--- config.mk ---
export PLATFORM = sky130hd
export DESIGN_NAME = axi4_lite_reg_slave_flat
export DESIGN_NICKNAME = d
export VERILOG_FILES = /design/src/rtl/axi4_lite_reg_slave_if.sv /design/src/rtl/axi4_lite_reg_slave.sv /design/src/flat_wrapper.sv
export SDC_FILE = /design/constraint.sdc
export NUM_CORES = 1
export LEC_CHECK = 0
export ABC_AREA = 1
export BUFFER_PORTS_ARGS = -buffer_cell sky130_fd_sc_hd__clkbuf_2
export CORE_AREA = 2 2 470 472
export CTS_CLUSTER_DIAMETER = 200
export DETAILED_ROUTE_END_ITERATION = 8
export DIE_AREA = 0 0 472 474
export SYNTH_ARGS = -nofsm -noshare
export SYNTH_HDL_FRONTEND = slang
export SYNTH_SLANG_ARGS = --single-unit
--- constraint.sdc ---
create_clock -name clk -period 3.7 [get_ports clk]
set_input_delay 0.74 -clock clk [delete_from_list [all_inputs] [get_ports clk]]
set_output_delay 0.74 -clock clk [all_outputs]
set_load 0.05 [all_outputs]
--- src/rtl/axi4_lite_reg_slave_if.sv ---
// AXI4-Lite channel bundle (AW/W/B/AR/R) shared by a bus master and a register responder.
// Clock and reset stay outside the bundle so each endpoint owns its own timing.
interface ifc_axi4_lite #(
   parameter int ADDR_WIDTH = 32,
   parameter int DATA_WIDTH = 32
);
   logic                      awvalid;
   logic                      awready;
   logic [ADDR_WIDTH-1:0]     awaddr;
   logic [2:0]                awprot;
   logic                      wvalid;
   logic                      wready;
   logic [DATA_WIDTH-1:0]     wdata;
   logic [DATA_WIDTH/8-1:0]   wstrb;
   logic                      bvalid;
   logic                      bready;
   logic [1:0]                bresp;
   logic                      arvalid;
   logic                      arready;
   logic [ADDR_WIDTH-1:0]     araddr;
   logic [2:0]                arprot;
   logic                      rvalid;
   logic                      rready;
   logic [DATA_WIDTH-1:0]     rdata;
   logic [1:0]                rresp;

   modport master (
      output awvalid, awaddr, awprot, wvalid, wdata, wstrb, bready,
             arvalid, araddr, arprot, rready,
      input  awready, wready, bvalid, bresp, arready, rvalid, rdata, rresp
   );

   modport slave (
      input  awvalid, awaddr, awprot, wvalid, wdata, wstrb, bready,
             arvalid, araddr, arprot, rready,
      output awready, wready, bvalid, bresp, arready, rvalid, rdata, rresp
   );
endinterface

--- src/rtl/axi4_lite_reg_slave.sv ---
// AXI4-Lite register bank: independent write and read FSMs, byte strobes, read-only
// status registers and SLVERR on out-of-range or read-only writes.
module axi4_lite_reg_slave #(
   parameter int                      ADDR_WIDTH = 32,
   parameter int                      DATA_WIDTH = 32,
   parameter int                      N_REGS     = 16,
   parameter logic [ADDR_WIDTH-1:0]   BASE_ADDR  = '0,
   parameter logic [DATA_WIDTH-1:0]   RESET_VAL  = '0,
   parameter logic [N_REGS-1:0]       RO_MASK    = '0
) (
   input  logic                         clk,
   input  logic                         rst,
   ifc_axi4_lite.slave                  s_axi,
   input  logic [N_REGS*DATA_WIDTH-1:0] status_i,
   output logic [N_REGS*DATA_WIDTH-1:0] regs_o,
   output logic [N_REGS-1:0]            wr_pulse_o
);

   localparam int ADDR_LSB = $clog2(DATA_WIDTH/8);
   localparam int STRB_W   = DATA_WIDTH/8;
   localparam logic [1:0] RESP_OKAY   = 2'b00;
   localparam logic [1:0] RESP_SLVERR = 2'b10;

   generate
      if (!(DATA_WIDTH == 32 || DATA_WIDTH == 64)) begin : g_bad_data_width
         $error("axi4_lite_reg_slave: DATA_WIDTH must be 32 or 64");
      end
      if (N_REGS < 1) begin : g_bad_n_regs
         $error("axi4_lite_reg_slave: N_REGS must be at least 1");
      end
   endgenerate

   typedef enum logic [1:0] {W_IDLE, W_HAVE_AW, W_HAVE_W, W_RESP} w_state_t;
   typedef enum logic {R_IDLE, R_RESP} r_state_t;

   w_state_t                w_state;
   r_state_t                r_state;
   logic [ADDR_WIDTH-1:0]   aw_addr_q;
   logic [DATA_WIDTH-1:0]   w_data_q;
   logic [STRB_W-1:0]       w_strb_q;
   logic                    bvalid_q;
   logic [1:0]              bresp_q;
   logic                    rvalid_q;
   logic [1:0]              rresp_q;
   logic [DATA_WIDTH-1:0]   rdata_q;

   logic                    aw_hs;
   logic                    w_hs;
   logic                    commit;
   logic [ADDR_WIDTH-1:0]   c_addr;
   logic [DATA_WIDTH-1:0]   c_data;
   logic [STRB_W-1:0]       c_strb;
   logic [N_REGS-1:0]       wr_sel;
   logic [N_REGS-1:0]       wr_en;
   logic [N_REGS-1:0]       rd_sel;
   logic [DATA_WIDTH-1:0]   rd_data;

   // One-hot register select; all zero means the address falls outside the bank.
   function automatic logic [N_REGS-1:0] decode(input logic [ADDR_WIDTH-1:0] addr);
      logic [ADDR_WIDTH-1:0] idx;
      decode = '0;
      idx = (addr - BASE_ADDR) >> ADDR_LSB;
      for (int i = 0; i < N_REGS; i++) begin
         if (addr >= BASE_ADDR && idx == ADDR_WIDTH'(i)) begin
            decode[i] = 1'b1;
         end
      end
   endfunction

   assign s_axi.awready = !rst && (w_state == W_IDLE || w_state == W_HAVE_W);
   assign s_axi.wready  = !rst && (w_state == W_IDLE || w_state == W_HAVE_AW);
   assign s_axi.arready = !rst && (r_state == R_IDLE);
   assign s_axi.bvalid  = bvalid_q;
   assign s_axi.bresp   = bresp_q;
   assign s_axi.rvalid  = rvalid_q;
   assign s_axi.rresp   = rresp_q;
   assign s_axi.rdata   = rdata_q;

   assign aw_hs = s_axi.awvalid && s_axi.awready;
   assign w_hs  = s_axi.wvalid && s_axi.wready;

   // The completing handshake supplies whichever half has not been latched yet.
   always_comb begin
      commit = 1'b0;
      c_addr = aw_addr_q;
      c_data = w_data_q;
      c_strb = w_strb_q;
      case (w_state)
         W_IDLE: begin
            if (aw_hs && w_hs) begin
               commit = 1'b1;
               c_addr = s_axi.awaddr;
               c_data = s_axi.wdata;
               c_strb = s_axi.wstrb;
            end
         end
         W_HAVE_AW: begin
            if (w_hs) begin
               commit = 1'b1;
               c_data = s_axi.wdata;
               c_strb = s_axi.wstrb;
            end
         end
         W_HAVE_W: begin
            if (aw_hs) begin
               commit = 1'b1;
               c_addr = s_axi.awaddr;
            end
         end
         default: ;
      endcase
   end

   assign wr_sel = decode(c_addr);
   assign wr_en  = wr_sel & ~RO_MASK;
   assign rd_sel = decode(s_axi.araddr);

   always_comb begin
      rd_data = '0;
      for (int i = 0; i < N_REGS; i++) begin
         if (rd_sel[i]) begin
            rd_data = RO_MASK[i] ? status_i[i*DATA_WIDTH +: DATA_WIDTH]
                                 : regs_o[i*DATA_WIDTH +: DATA_WIDTH];
         end
      end
   end

   // Write path: register updates and the pulse land on the same edge that raises bvalid.
   always_ff @(posedge clk) begin
      if (rst) begin
         w_state    <= W_IDLE;
         aw_addr_q  <= '0;
         w_data_q   <= '0;
         w_strb_q   <= '0;
         bvalid_q   <= 1'b0;
         bresp_q    <= RESP_OKAY;
         regs_o     <= {N_REGS{RESET_VAL}};
         wr_pulse_o <= '0;
      end else begin
         wr_pulse_o <= '0;
         if (commit) begin
            w_state    <= W_RESP;
            bvalid_q   <= 1'b1;
            bresp_q    <= (|wr_en) ? RESP_OKAY : RESP_SLVERR;
            wr_pulse_o <= wr_en;
            for (int i = 0; i < N_REGS; i++) begin
               for (int b = 0; b < STRB_W; b++) begin
                  if (wr_en[i] && c_strb[b]) begin
                     regs_o[i*DATA_WIDTH + b*8 +: 8] <= c_data[b*8 +: 8];
                  end
               end
            end
         end else begin
            case (w_state)
               W_IDLE: begin
                  if (aw_hs) begin
                     aw_addr_q <= s_axi.awaddr;
                     w_state   <= W_HAVE_AW;
                  end else if (w_hs) begin
                     w_data_q <= s_axi.wdata;
                     w_strb_q <= s_axi.wstrb;
                     w_state  <= W_HAVE_W;
                  end
               end
               W_RESP: begin
                  if (s_axi.bready) begin
                     bvalid_q <= 1'b0;
                     w_state  <= W_IDLE;
                  end
               end
               default: ;
            endcase
         end
      end
   end

   // Read path samples regs_o before any same-edge write commit takes effect.
   always_ff @(posedge clk) begin
      if (rst) begin
         r_state  <= R_IDLE;
         rvalid_q <= 1'b0;
         rresp_q  <= RESP_OKAY;
         rdata_q  <= '0;
      end else begin
         case (r_state)
            R_IDLE: begin
               if (s_axi.arvalid) begin
                  rdata_q  <= rd_data;
                  rresp_q  <= (|rd_sel) ? RESP_OKAY : RESP_SLVERR;
                  rvalid_q <= 1'b1;
                  r_state  <= R_RESP;
               end
            end
            R_RESP: begin
               if (s_axi.rready) begin
                  rvalid_q <= 1'b0;
                  r_state  <= R_IDLE;
               end
            end
            default: r_state <= R_IDLE;
         endcase
      end
   end

endmodule
--- src/flat_wrapper.sv ---
// flat-port wrapper written by rule: the top's interface ports become plain ports
module axi4_lite_reg_slave_flat 
#(
   parameter int                      ADDR_WIDTH = 32,
   parameter int                      DATA_WIDTH = 32,
   parameter int                      N_REGS     = 16,
   parameter logic [ADDR_WIDTH-1:0]   BASE_ADDR  = '0,
   parameter logic [DATA_WIDTH-1:0]   RESET_VAL  = '0,
   parameter logic [N_REGS-1:0]       RO_MASK    = '0
)
  (clk, rst, status_i, regs_o, wr_pulse_o, s_axi_awvalid, s_axi_awaddr, s_axi_awprot, s_axi_wvalid, s_axi_wdata, s_axi_wstrb, s_axi_bready, s_axi_arvalid, s_axi_araddr, s_axi_arprot, s_axi_rready, s_axi_awready, s_axi_wready, s_axi_bvalid, s_axi_bresp, s_axi_arready, s_axi_rvalid, s_axi_rdata, s_axi_rresp);
  ifc_axi4_lite #(.ADDR_WIDTH(ADDR_WIDTH), .DATA_WIDTH(DATA_WIDTH)) s_axi_i ();
  input  logic clk;
  input  logic rst;
  input  logic [N_REGS*DATA_WIDTH-1:0] status_i;
  output logic [N_REGS*DATA_WIDTH-1:0] regs_o;
  output logic [N_REGS-1:0] wr_pulse_o;
  input wire logic [$bits(s_axi_i.awvalid)-1:0] s_axi_awvalid;
  input wire logic [$bits(s_axi_i.awaddr)-1:0] s_axi_awaddr;
  input wire logic [$bits(s_axi_i.awprot)-1:0] s_axi_awprot;
  input wire logic [$bits(s_axi_i.wvalid)-1:0] s_axi_wvalid;
  input wire logic [$bits(s_axi_i.wdata)-1:0] s_axi_wdata;
  input wire logic [$bits(s_axi_i.wstrb)-1:0] s_axi_wstrb;
  input wire logic [$bits(s_axi_i.bready)-1:0] s_axi_bready;
  input wire logic [$bits(s_axi_i.arvalid)-1:0] s_axi_arvalid;
  input wire logic [$bits(s_axi_i.araddr)-1:0] s_axi_araddr;
  input wire logic [$bits(s_axi_i.arprot)-1:0] s_axi_arprot;
  input wire logic [$bits(s_axi_i.rready)-1:0] s_axi_rready;
  output wire logic [$bits(s_axi_i.awready)-1:0] s_axi_awready;
  output wire logic [$bits(s_axi_i.wready)-1:0] s_axi_wready;
  output wire logic [$bits(s_axi_i.bvalid)-1:0] s_axi_bvalid;
  output wire logic [$bits(s_axi_i.bresp)-1:0] s_axi_bresp;
  output wire logic [$bits(s_axi_i.arready)-1:0] s_axi_arready;
  output wire logic [$bits(s_axi_i.rvalid)-1:0] s_axi_rvalid;
  output wire logic [$bits(s_axi_i.rdata)-1:0] s_axi_rdata;
  output wire logic [$bits(s_axi_i.rresp)-1:0] s_axi_rresp;
  assign s_axi_i.awvalid = s_axi_awvalid;
  assign s_axi_i.awaddr = s_axi_awaddr;
  assign s_axi_i.awprot = s_axi_awprot;
  assign s_axi_i.wvalid = s_axi_wvalid;
  assign s_axi_i.wdata = s_axi_wdata;
  assign s_axi_i.wstrb = s_axi_wstrb;
  assign s_axi_i.bready = s_axi_bready;
  assign s_axi_i.arvalid = s_axi_arvalid;
  assign s_axi_i.araddr = s_axi_araddr;
  assign s_axi_i.arprot = s_axi_arprot;
  assign s_axi_i.rready = s_axi_rready;
  assign s_axi_awready = s_axi_i.awready;
  assign s_axi_wready = s_axi_i.wready;
  assign s_axi_bvalid = s_axi_i.bvalid;
  assign s_axi_bresp = s_axi_i.bresp;
  assign s_axi_arready = s_axi_i.arready;
  assign s_axi_rvalid = s_axi_i.rvalid;
  assign s_axi_rdata = s_axi_i.rdata;
  assign s_axi_rresp = s_axi_i.rresp;
  axi4_lite_reg_slave #(.ADDR_WIDTH(ADDR_WIDTH), .DATA_WIDTH(DATA_WIDTH), .N_REGS(N_REGS), .BASE_ADDR(BASE_ADDR), .RESET_VAL(RESET_VAL), .RO_MASK(RO_MASK)) u_core (.clk(clk), .rst(rst), .s_axi(s_axi_i), .status_i(status_i), .regs_o(regs_o), .wr_pulse_o(wr_pulse_o));
endmodule
* Word level (Yosys, flattened, before mapping)
Index checks and enable logic that the tools add are counted.
Storage, ports and cells: bits of input ports 625, output and inout port bits 569, register bits 637
Cells by class: bitwise logic cells 3, reductions and logical operators 184, order comparisons 2, mux-type cells 77, equality and inequality tests 37
Operator list (number):
- 32-bit 2-to-1 mux | 20
- 30-bit by 4-bit equality test with 1-bit output (second input constant) | 16
- 30-bit by 3-bit equality test with 1-bit output (second input constant) | 8
- 2-bit AND reduction | 68
- 32-bit case mux with 2 select lines | 2
- 30-bit by 2-bit equality test with 1-bit output (second input constant) | 4
- 1-bit logical AND | 102
- 32-bit by 1-bit greater-or-equal comparator with 1-bit output (second input constant) | 2
- 32-bit logical NOT | 2
- 30-bit by 1-bit equality test with 1-bit output (second input constant) | 2
- 1-bit 2-to-1 mux | 42
- 16-bit OR reduction | 2
- 2-bit 2-to-1 mux | 6
- 4-bit 2-to-1 mux | 2
- 4-bit case mux with 2 select lines | 1
- 3-bit AND reduction | 2
- 2-bit equality test (second input constant) | 2
- 2-bit != test (second input constant) | 2
- 4-bit by 1-bit != test with 1-bit output (second input constant) | 1
- 1-bit case mux with 2 select lines | 2
- 2-bit case mux with 2 select lines | 1
- 2-bit nonzero test | 2
- 3-bit by 2-bit != test with 1-bit output (second input constant) | 1
- 1-bit NOT | 3
- 7 further kinds | 8

* Longest topological paths before layout
depth after elaboration 19, gate-level depth with buffers 23, mapped depth without buffers 21

* Worst setup path after synthesis
OpenSTA, ideal clock, no wires.
path type input-to-reg, from input rst, to register u_core.regs_o[286], slack 0.557 ns, stages on the path 15, arrival 2.999 ns, buffers on the path 4, library setup time 0.144 ns, cell sequence buf_2 -> inv_4 -> nand3_4 -> buf_6 -> buf_6 -> o21ai_0 -> nand3_1 -> o21ai_1 -> nand2_2 -> nor3_4 -> and3_4 -> nand2_2 -> buf_4 -> nor2_1 -> a211oi_2
On the way: longest elaborated chain between the ends 11, elaborated cells on any way between the ends 25, those cells by class order compare: 1; eq/ne: 1; mux: 14; reduce/logical: 9
RTL lines:
- from (decl) | line flat_wrapper.sv:14 | input logic rst;
- 1-bit logical NOT | line axi4_lite_reg_slave.sv:70, axi4_lite_reg_slave.sv:71
- 1-bit logical AND (on tied branches) | line axi4_lite_reg_slave.sv:70, axi4_lite_reg_slave.sv:71
- 1-bit logical AND (on tied branches) | line axi4_lite_reg_slave.sv:79, axi4_lite_reg_slave.sv:80
- 1-bit logical AND | line axi4_lite_reg_slave.sv:90 | if (aw_hs && w_hs) begin
- 32-bit 2-to-1 mux | line axi4_lite_reg_slave.sv:90
- 32-bit case mux with 2 select lines | line axi4_lite_reg_slave.sv:88 | case (w_state)
- 32-bit by 1-bit greater-or-equal comparator with 1-bit output / 30-bit by 4-bit equality test with 1-bit output (equally long branches) | line axi4_lite_reg_slave.sv:64 | if (addr >= BASE_ADDR && idx == ADDR_WIDTH'(i)) begin
- 1-bit logical AND | line axi4_lite_reg_slave.sv:64
- 1-bit 2-to-1 mux | line axi4_lite_reg_slave.sv:64
- 1-bit logical AND | line axi4_lite_reg_slave.sv:148 | if (wr_en[i] && c_strb[b]) begin
- 2-bit AND reduction (no source line)
- to (signal assigned) | line axi4_lite_reg_slave.sv:137 | regs_o <= {N_REGS{RESET_VAL}};
- to (signal, indexed assignment) | line axi4_lite_reg_slave.sv:149 | regs_o[i*DATA_WIDTH + b*8 +: 8] <= c_data[b*8 +: 8];
- to (decl) | line axi4_lite_reg_slave.sv:15 | output logic [N_REGS*DATA_WIDTH-1:0] regs_o,
Parallel ways exist; a longest one is shown, timed or not. A chain may end at the register's enable or synchronous reset.

* Final worst setup path
from register u_core.w_state[1], to output s_axi_wready
On the way: longest elaborated chain between the ends 3, elaborated cells on any way between the ends 4, those cells by class eq/ne: 1; reduce/logical: 3
RTL lines:
- from (decl) | line axi4_lite_reg_slave.sv:36 | w_state_t w_state;
- from (signal assigned) | line axi4_lite_reg_slave.sv:131 | w_state <= W_IDLE;
- from (signal assigned) | line axi4_lite_reg_slave.sv:142 | w_state <= W_RESP;
- from (signal assigned) | line axi4_lite_reg_slave.sv:158 | w_state <= W_HAVE_AW;
- 2-bit by 1-bit equality test with 1-bit output / 2-bit logical NOT (equally long branches) | line axi4_lite_reg_slave.sv:71 | assign s_axi.wready = !rst && (w_state == W_IDLE || w_state == W_HAVE_AW);
- 1-bit logical OR (*) | line axi4_lite_reg_slave.sv:71
- 1-bit logical AND (*) | line axi4_lite_reg_slave.sv:71
- to (decl) | line flat_wrapper.sv:30 | output wire logic [$bits(s_axi_i.wready)-1:0] s_axi_wready;
Every way passes the cells marked *; elsewhere a longest branch is shown, timed or not.

==> impl_results.md <==
* Worst Skew at 0.0577 ns
* Final setup violation count at 0
* Transition time of the tightest slew-check pin at 1.13 ns
* Post-route cell area at 41,500 um^2
* Filler cell count at 24,685
* First drt pass iteration count at 6
* DR vias at 30,940
* Area Growth Syn to Fin at 42.7%
* Fmax at 0.286 GHz
* Vias/cell at 3.98
* Drt initial violations at 2,217
* Die Wd at 472 um
* Yosys top cell area share at 0.436
* Hpwl dp at 147,000 um
* Crit-path max FO at 38
* CTS Buf Count at 84
* Area of the core at 219,000 um^2
* Mapped cell area at 29,000 um^2
* Root buffer cell: clkbuf_16
* Final core utilization at 0.190
* PortBufs at 669
* Required time worst endpoint at 2.96 ns
* Crit share post-route at 0.944
* Worst reg-to-reg path cell count at 19
* WHS at 0.247 ns
* Yosys warns at 0
* Post-Syn Area per Cell at 7.25 um^2
* Mapped Cells at 4,006
* Placer congestion estimate at 0.892
* Slew HR at 0.250
* Global Route Usage Sum at 0.157
* Die height at 474 um
* WS Path Type: reg -> out
* Synth area leader: dfxtp_1
* Antenna viol nets, final at 0
* Max-Cap Viols at 0
* Worst path cell trace: inv_1 -> ha_2 -> inv_2 -> nand2_2 -> buf_4 -> inv_1 -> nor2_1 -> clkbuf_2
* Area contributors post-synth: dfxtp_1 44%, nor2_1 7.7%, nand2_1 7.4%
* Pwr Density at 530 nW/um^2
* P_leak at 0.0169 uW
* Vias in the first global route at 28,327
* Critical-path top delay cell: buf_4
* Hold Path Class: in -> reg
* Wirelength per Cell at 23.3 um
* Cell with the most instances on the worst path: inv_1
* IO Pins at 1,194
* Post-place instance area at 38,400 um^2
* Slew Viols, Final at 0
* Post-Place Worst Slack at -0.161 ns
* Hold path depth at 3
* Clock Sinks at 633
* Clk_lat worst skew at 0.74 ns
* Final #Nets at 5,455
* Number of distinct library cells after synthesis at 47
* TritonCTS clock tree: done
* Worst Slack Setup Final at 0.208 ns
* Clock-pin slew on the worst setup and hold paths at 0.06 ns
* Post-synth EDFFs at 0
* Longest Clk Path Bufs at 3
* Initial antenna violation count at 25
* Largest net degree at the start of global routing at 168
* RSZ-0062 raised after global routing: true
* Layout cells sized above 1 at 0.266
* First-pass GRT wire length at 240,000 um
* Family with the most delay on the worst path: buffers and inverters
* H-tree Lvls at 3
* Final Hold Fails at 0
* VDD IR max at 489 uV
* Finished Layout Cells at 7,773
* Worst path max stage delay at 0.45 ns
* Status: finished, final reports clean
* WP depth at 8
* Starting Density at 0.133
* Flip-flop and latch count after synthesis at 633
* Row count at 172
* Dominant synthesized flop cell: dfxtp_1
* Critical Path AT at 2.75 ns
* WL final at 181,000 um
* Min Tclk post-route at 3.49 ns
* Register area share after synthesis at 0.436
* Die area at 224,000 um^2
* Number of remaining DRC errors at 0
* CP endpoint kind: output pin
* Crit path launch type: register
* GRT overflow at 0
* Cts hold-fix bufs at 0
* Post-Place Cells at 7,607
* CP Buf/Inv Count at 5
* Fraction of registers with async set/reset at 0
-- stage by stage --
step / TNS (ns) / power (uW)
floorplan: 0 / 10500
global placement: -8.20 / 13600
detailed placement: -9.51 / 13600
CTS: 0 / 22300
global route: -0.319 / 23000
finish: 0 / 22000
-- cells in the final DEF, fill, tap and decap left out, types with 40 or more instances in the layout --
cell type / instances
nand3_1: 116
a211oi_2: 50
nor2_4: 40
a211oi_1: 254
o21ai_0: 345
nand4_1: 131
inv_1: 451
nor2_1: 585
buf_12: 91
a21oi_1: 358
nand2_1: 568
clkbuf_16: 84
dfxtp_1: 633
o21ai_1: 47
buf_4: 206
clkbuf_2: 668
-- synthesized netlist by cell type (9+ instances only) --
cell type and count:
clkinv_1 26, nor3_1 26, nor2_2 9, buf_4 30
dfxtp_1 633, nand3_1 119, o21ai_0 345, nor2_4 32
nor2_1 593, buf_2 44, nand4_1 131, o21ai_1 47
a211oi_1 260, nand2_1 569, clkbuf_1 149, inv_2 21
nor4_1 16, a21oi_1 360, inv_1 451, a211oi_2 44
nand2_2 36
-- where the power goes --
| part | leakage (uW) | internal (uW) | switching [uW] |
|---|---|---|---|
| combinational | 0.0104 | 1540 | 4430 |
| clock | 0.00139 | 4900 | 3710 |
| sequential | 0.00511 | 7180 | 230 |
-- kinds of logic after synthesis --
family                     after synthesis  synth area share
other                                    1          0.000129
AOI/OAI and AO/OA                     1082             0.222
DFF                                    633             0.436
adders and majority gates                4           0.00172
buffers and inverters                  733             0.102
muxes                                    2          0.000689
and+or+nand+nor                       1551             0.237
-- tightest hold or removal path: stages --
cell      delay [ns]
clkbuf_2        0.09
nor2_1          0.04
nor2_1          0.08
-- metal layers --
| layer | track usage | part of all wire |
|---|---|---|
| met2 | 0.272 | 0.49 |
| met4 | 0.118 | 0.085 |
| met5 | 0 | 0.00015 |
| met1 | 0.172 | 0.38 |
| met3 | 0.0239 | 0.049 |
-- flip-flops by register name, summed over array words and instances (netlist names) --
name                 count
u_core.aw_addr_q        30
u_core.r_state           1
u_core.regs_o          512
u_core.s_axi.bresp       1
u_core.s_axi.bvalid      1
u_core.s_axi.rdata      32
u_core.s_axi.rresp       1
u_core.s_axi.rvalid      1
u_core.w_data_q         32
u_core.w_state           2
u_core.w_strb_q          4
u_core.wr_pulse_o       16
-- worst paths after layout --
kind / startpoint / end / slack (ns)
max: u_core.w_state[1] / s_axi_wready / 0.21
min: s_axi_arvalid / u_core.r_state / 0.25
max reg2reg: u_core.w_state[1] / u_core.regs_o[394] / 0.24
min reg2reg: u_core.s_axi.rdata[5] / u_core.s_axi.rdata[5] / 0.46
-- what timing repair did --
item,CTS,global route
resized for setup,6,18
endpoints found under the setup margin,31,418
buffers inserted,1,3
gates cloned,0,0
pin swaps,0,5
-- area by class of cell --
type                       count  area [um^2]  area share
multi-input combinational   2641        13700       0.330
sequential                   633        12700       0.306
timing repair buffer         967         6740       0.163
tap                         2871         3590      0.0867
clock buffer                 112         2360      0.0569
inverter                     499         1880      0.0454
clock inverter                39          509      0.0123
antenna                       11         27.5    0.000664
No activity file was read; power rests on OpenSTA's default activity.
